File: src/rtl/stream_dw_downsizer_blk_if.sv
// Valid/ready stream bundle shared by the wide input and narrow output sides of the downsizer.
// last is only meaningful on the narrow side; the wide side leaves it unused.
interface stream_dw_downsizer_blk_if #(
    parameter int unsigned W = 8
);
    logic [W-1:0] data;
    logic         valid;
    logic         ready;
    logic         last;

    modport master (output data, output valid, output last, input ready);
    modport slave  (input data, input valid, input last, output ready);
endinterface

File: src/rtl/stream_dw_downsizer_blk.sv
// Splits each wide input word into IW/OW narrow beats, frames every BLOCK_BEATS beats with last
// and counts completed blocks.
module stream_dw_downsizer_blk #(
    parameter int unsigned IW          = 32,
    parameter int unsigned OW          = 8,
    parameter bit          MSB_FIRST   = 1'b0,
    parameter int unsigned BLOCK_BEATS = 512,
    parameter int unsigned CW          = 32
) (
    input  logic                             clk,
    input  logic                             rst_n,
    input  logic                             enable,
    input  logic                             clr,
    stream_dw_downsizer_blk_if.slave         stream_s,
    stream_dw_downsizer_blk_if.master        stream_m,
    output logic [CW-1:0]                    blk_cnt_o,
    output logic                             busy_o
);
    localparam int unsigned R   = IW / OW;
    localparam int unsigned BW  = (R > 1) ? $clog2(R) : 1;
    localparam int unsigned BBW = (BLOCK_BEATS > 1) ? $clog2(BLOCK_BEATS) : 1;
    localparam logic [BW-1:0]  LastIdx  = BW'(R - 1);
    localparam logic [BBW-1:0] LastBeat = BBW'(BLOCK_BEATS - 1);

    if ((IW % OW) != 0 || R < 2) begin : g_bad_ratio
        $error("IW must be an integer multiple of OW with a ratio of at least 2");
    end
    if (BLOCK_BEATS < 1) begin : g_bad_block
        $error("BLOCK_BEATS must be at least 1");
    end

    typedef enum logic {StEmpty, StShift} state_e;

    state_e         state_q;
    logic [IW-1:0]  shift_q;
    logic [BW-1:0]  beat_idx_q;
    logic [BBW-1:0] blk_beat_q, blk_beat_d;
    logic [CW-1:0]  blk_cnt_q, blk_cnt_d;
    logic           valid_q, valid_d;
    logic           last_q;
    logic           accept, xfer, clr_ok;

    // Ready on the final beat lets the next word load with no bubble.
    assign stream_s.ready = enable & ((state_q == StEmpty) |
                            ((state_q == StShift) & (beat_idx_q == LastIdx) & stream_m.ready));
    assign accept = stream_s.valid & stream_s.ready;
    assign xfer   = valid_q & stream_m.ready;
    assign clr_ok = clr & (state_q == StEmpty) & ~valid_q;

    always_comb begin
        blk_beat_d = blk_beat_q;
        blk_cnt_d  = blk_cnt_q;
        if (clr_ok) begin
            blk_beat_d = '0;
            blk_cnt_d  = '0;
        end else if (xfer) begin
            if (last_q) begin
                blk_beat_d = '0;
                blk_cnt_d  = blk_cnt_q + 1'b1;
            end else begin
                blk_beat_d = blk_beat_q + 1'b1;
            end
        end

        valid_d = valid_q;
        if (state_q == StEmpty) begin
            if (accept) valid_d = 1'b1;
        end else if (xfer && (beat_idx_q == LastIdx) && !accept) begin
            valid_d = 1'b0;
        end
    end

    always_ff @(posedge clk or negedge rst_n) begin
        if (!rst_n) begin
            state_q    <= StEmpty;
            shift_q    <= '0;
            beat_idx_q <= '0;
            blk_beat_q <= '0;
            blk_cnt_q  <= '0;
            valid_q    <= 1'b0;
            last_q     <= 1'b0;
        end else begin
            blk_beat_q <= blk_beat_d;
            blk_cnt_q  <= blk_cnt_d;
            valid_q    <= valid_d;
            // last tracks the beat that will be on the bus next cycle.
            last_q     <= valid_d & (blk_beat_d == LastBeat);
            if (clr_ok) beat_idx_q <= '0;
            unique case (state_q)
                StEmpty: begin
                    if (accept) begin
                        shift_q    <= stream_s.data;
                        beat_idx_q <= '0;
                        state_q    <= StShift;
                    end
                end
                StShift: begin
                    if (xfer) begin
                        if (beat_idx_q != LastIdx) begin
                            shift_q    <= MSB_FIRST ? (shift_q << OW) : (shift_q >> OW);
                            beat_idx_q <= beat_idx_q + 1'b1;
                        end else if (accept) begin
                            shift_q    <= stream_s.data;
                            beat_idx_q <= '0;
                        end else begin
                            state_q <= StEmpty;
                        end
                    end
                end
                default: state_q <= StEmpty;
            endcase
        end
    end

    assign stream_m.data  = MSB_FIRST ? shift_q[IW-1 -: OW] : shift_q[OW-1:0];
    assign stream_m.valid = valid_q;
    assign stream_m.last  = last_q;
    assign blk_cnt_o      = blk_cnt_q;
    assign busy_o         = (state_q == StShift);
endmodule

File: src/flat_wrapper.sv
// flat-port wrapper written by rule: the top's interface ports become plain ports
module stream_dw_downsizer_blk_flat 
#(
    parameter int unsigned IW          = 32,
    parameter int unsigned OW          = 8,
    parameter bit          MSB_FIRST   = 1'b0,
    parameter int unsigned BLOCK_BEATS = 512,
    parameter int unsigned CW          = 32
)
  (clk, rst_n, enable, clr, blk_cnt_o, busy_o, stream_s_data, stream_s_valid, stream_s_last, stream_s_ready, stream_m_data, stream_m_valid, stream_m_last, stream_m_ready);
  stream_dw_downsizer_blk_if #(.W(32)) stream_s_i ();
  stream_dw_downsizer_blk_if #(.W(8)) stream_m_i ();
  input  logic clk;
  input  logic rst_n;
  input  logic enable;
  input  logic clr;
  output logic [CW-1:0] blk_cnt_o;
  output logic busy_o;
  input wire logic [$bits(stream_s_i.data)-1:0] stream_s_data;
  input wire logic [$bits(stream_s_i.valid)-1:0] stream_s_valid;
  input wire logic [$bits(stream_s_i.last)-1:0] stream_s_last;
  output wire logic [$bits(stream_s_i.ready)-1:0] stream_s_ready;
  output wire logic [$bits(stream_m_i.data)-1:0] stream_m_data;
  output wire logic [$bits(stream_m_i.valid)-1:0] stream_m_valid;
  output wire logic [$bits(stream_m_i.last)-1:0] stream_m_last;
  input wire logic [$bits(stream_m_i.ready)-1:0] stream_m_ready;
  assign stream_s_i.data = stream_s_data;
  assign stream_s_i.valid = stream_s_valid;
  assign stream_s_i.last = stream_s_last;
  assign stream_s_ready = stream_s_i.ready;
  assign stream_m_data = stream_m_i.data;
  assign stream_m_valid = stream_m_i.valid;
  assign stream_m_last = stream_m_i.last;
  assign stream_m_i.ready = stream_m_ready;
  stream_dw_downsizer_blk #(.IW(IW), .OW(OW), .MSB_FIRST(MSB_FIRST), .BLOCK_BEATS(BLOCK_BEATS), .CW(CW)) u_core (.clk(clk), .rst_n(rst_n), .enable(enable), .clr(clr), .stream_s(stream_s_i), .stream_m(stream_m_i), .blk_cnt_o(blk_cnt_o), .busy_o(busy_o));
endmodule
File: config.mk
export PLATFORM = sky130hd
export DESIGN_NAME = stream_dw_downsizer_blk_flat
export DESIGN_NICKNAME = d
export VERILOG_FILES = /design/src/rtl/stream_dw_downsizer_blk_if.sv /design/src/rtl/stream_dw_downsizer_blk.sv /design/src/flat_wrapper.sv
export SDC_FILE = /design/constraint.sdc
export NUM_CORES = 1
export LEC_CHECK = 0
export CORE_ASPECT_RATIO = 1.4
export CORE_MARGIN = 2
export CORE_UTILIZATION = 25
export DETAILED_ROUTE_END_ITERATION = 16
export GPL_ROUTABILITY_DRIVEN = 0
export PLACE_DENSITY = 0.53
export SLEW_MARGIN = 10
export SYNTH_ARGS = -nofsm -noshare
export SYNTH_HDL_FRONTEND = slang
export SYNTH_SLANG_ARGS = --single-unit
File: constraint.sdc
create_clock -name clk -period 2.9 [get_ports clk]
set_input_delay 0.435 -clock clk [delete_from_list [all_inputs] [get_ports clk]]
set_output_delay 0.435 -clock clk [all_outputs]
set_load 0.02 [all_outputs]
==> summary.md <==
| Metric | Value |
|---|---|
| HPWL Detailed | 6.891 mm |
| P&R area growth vs syn | 32.46% |
| CP startpoint kind | input port |
| DR pass1 iterations | 5 |
| Sw Share | 29.51% |
| Sequential power share | 41.1% |
| Area leader, netlist | dfrtp_1 |
| Gr ovfl total | 0 |
| Largest net degree at the start of global routing | 79 |
| Cts hold-fix bufs | 0 |
| Critical-path cell list | clkdlybuf4s50_1 -> and2_1 -> o21a_1 -> clkdlybuf4s50_1 |
| Asr flop ratio synth | 100.0% |
| CP endpoint | stream_s_ready |
| Number of H-tree levels | 3 |
| Critical path required time | 2470 ps |
| CP top delay family | buffers and inverters |
| Die height | 152.8 um |
| Port Buffers | 81 |
| Postcts setup bufs | 0 |
| Final core occ | 33.71% |
| WP buf/inv | 2 |
| Root Buffer | clkbuf_16 |
| Crit-path slowest cell | clkdlybuf4s50_1 |
| Placed cell count | 661 |
| Clock Tree Buf Depth | 2 |
| Die area | 16860 um^2 |
| Filler cells | 1623 |
| Area of the multi-input gates | 1837 um^2 |
| Initial antenna violation count | 1 |
| EDFF count, synth | 0 |
| Fin cells | 677 |
| Hold Fails Final Rpt | 0 |
| DRC viols | 0 |
| Most frequent cells in the layout | clkdlybuf4s50_1 (80), dfrtp_1 (78), nand2_1 (52) |
| Worst-path clk slew | 60 ps |
| Fmax | 0.4087 GHz |
| Final period utilization | 84.37% |
| Starting density of the core | 25.45% |
| Crit path top cell by count | clkdlybuf4s50_1 |
| Post-CTS sizing | 0 |
| CP endpoint kind | output pin |
| Worst reg2reg path startpoint | u_core.busy_o |
| Clock power share | 34.2% |
| DRT antenna net count | 0 |
| Max stage delay on crit path | 610 ps |
| Synth top area share | 49.35% |
| Unrepaired setup endpoints after global routing | false |
| Post-Syn Area | 3955 um^2 |
| Layout cells sized above 1 | 7.083% |
| Vias per Instance | 4.575 |
| Sum Neg Setup Slack | 0 ps |
| Mean area per synthesized cell | 9.741 um^2 |
| FF-to-FF path depth | 7 |
| GRT Util Overall | 11.99% |
| Synth Net Count | 448 |
| Initial drt markers | 108 |
| Worst Setup SP | stream_m_ready |
| Storage element area | 1952 um^2 |
| Reg2reg setup slack | 830 ps |
| Total power | 3531 uW |
| Worst VDD drop | 0.0003009 V |
| Pint | 2489 uW |
| Vias in the first global route | 3163 |
| Max cap viols | 0 |
| Warnings from Yosys | 0 |
| I/O Pins | 83 |
| CP Max Fanout | 7 |
| Floorplan core area | 15540 um^2 |
| Static leakage | 0.002121 uW |
| Layout Nets | 518 |
| # rows | 54 |
| CP Class | input port to output pin |
| Via Count | 3097 |
| Final min period | 2447 ps |
| Die width | 110.3 um |
| #FFs+latches synth | 78 |
| Slew @ Worst Pin | 994.6 ps |
| First-pass GRT wire length | 15.84 mm |
| Max-slew violations | 0 |
| Ys flop type | dfrtp_1 |
| Critical path arrival | 2010 ps |
| Final setup skew | 7.380 ps |
| Stages on the worst setup path | 4 |
| Setup violators final | 0 |
| Dominant cells by area after synthesis | dfrtp_1 (49%), mux2i_1 (8.6%), nand2_1 (4.9%) |
| Reg-to-Reg End | u_core.blk_cnt_o[18] |
| Clk sinks | 78 |
| Detailed Route WL | 9.486 mm |
| Slew HR | 33.69% |
| PwrDens | 674.1 nW/um^2 |
| Seq/Total Area, Yosys | 49.35% |
| Most common cell after layout, fill and taps aside | clkdlybuf4s50_1 |
| Worst Hold Class | input port to async pin |
| Mapped Cells | 406 |
| Clk_lat worst skew | 330 ps |
| CTS Buf Count | 9 |
| Comb power frac | 24.7% |
| CTS tree | built |
| Wirelength per Cell | 14.01 um |
| Status | finished, final reports clean |
| Switching power | 1042 uW |
| Synth unique cells | 46 |
cell usage after synthesis, types with 9 or more instances:
library cell  instances
a21oi_1              10
clkbuf_1             11
dfrtp_1              78
inv_1                 9
mux2i_1              34
nand2_1              52
nand3_1              12
nand4_1              13
nor2_1               48
o21ai_0              30
xnor2_1              18
xor2_1               12
final cells by class:
class	instances	share of cell area (%)
Sequential cell	78	37.26
Multi-Input combinational cell	292	35.06
Timing Repair Buffer	86	16.15
Clock buffer	11	4.824
Tap cell	196	4.681
Clock inverter	4	1.337
Inverter	9	0.6449
Antenna cell	1	0.04777
sequential cells by signal (all words and copies together) (netlist names):
name and cells:
u_core.beat_idx_q 2, u_core.blk_beat_q 9, u_core.shift_q 32, u_core.stream_m.valid 1, u_core.blk_cnt_o 32, u_core.stream_m.last 1, u_core.busy_o 1
per-stage QoR:
step	setup slack, ps	hold slack (ps)	area [um^2]
after floorplan	929.5	139.4	3955
after global placement	445.7	464.4	4913
after detailed placement	391.4	472.1	4913
after CTS	444.1	318.8	5236
after global routing	380.5	374.0	5239
final	453.4	268.9	5239
power by group through the flow:
stage	clock, uW	sequential [uW]	combinational (uW)
2_1_floorplan	0	1430	653
3_3_place_gp	0	1460	863
3_5_place_dp	0	1470	884
4_1_cts	1250	1450	887
5_1_grt	1290	1480	982
6_report	1210	1450	871
cell families (layout without fill, tap and decap cells):
logic type,count (synthesis),count (layout),synth area share [%]
other,0,1,0
flip-flops,78,78,49.35
multiplexers,34,34,8.605
adder cells (fa/ha/maj),3,3,0.9492
AND/OR/NAND/NOR,170,170,21.67
AO/OA/AOI/OAI,55,55,8.415
XOR/XNOR,30,30,6.643
buffers and inverters,36,110,4.366
how the worst min path moves through the flow:
stage / to / slack, ps
global route: u_core.shift_q[29] / 370
finish: u_core.shift_q[31] / 270
floorplan: u_core.beat_idx_q[0] / 140
CTS: u_core.shift_q[31] / 320
detailed placement: u_core.shift_q[11] / 470
global placement: u_core.shift_q[5] / 460
per-layer routing:
| metal | wire length (um) | track usage (%) | up-vias |
|---|---|---|---|
| met3 | 358 | 2.303 | 7 |
| met1 | 4123 | 14.92 | 1480 |
| met4 | 112 | 4.405 | 0 |
| met5 | 0 | 0 | - |
| met2 | 4890 | 20.27 | 62 |
| li1 | - | - | 1548 |
No activity file was read; power rests on OpenSTA's default activity.
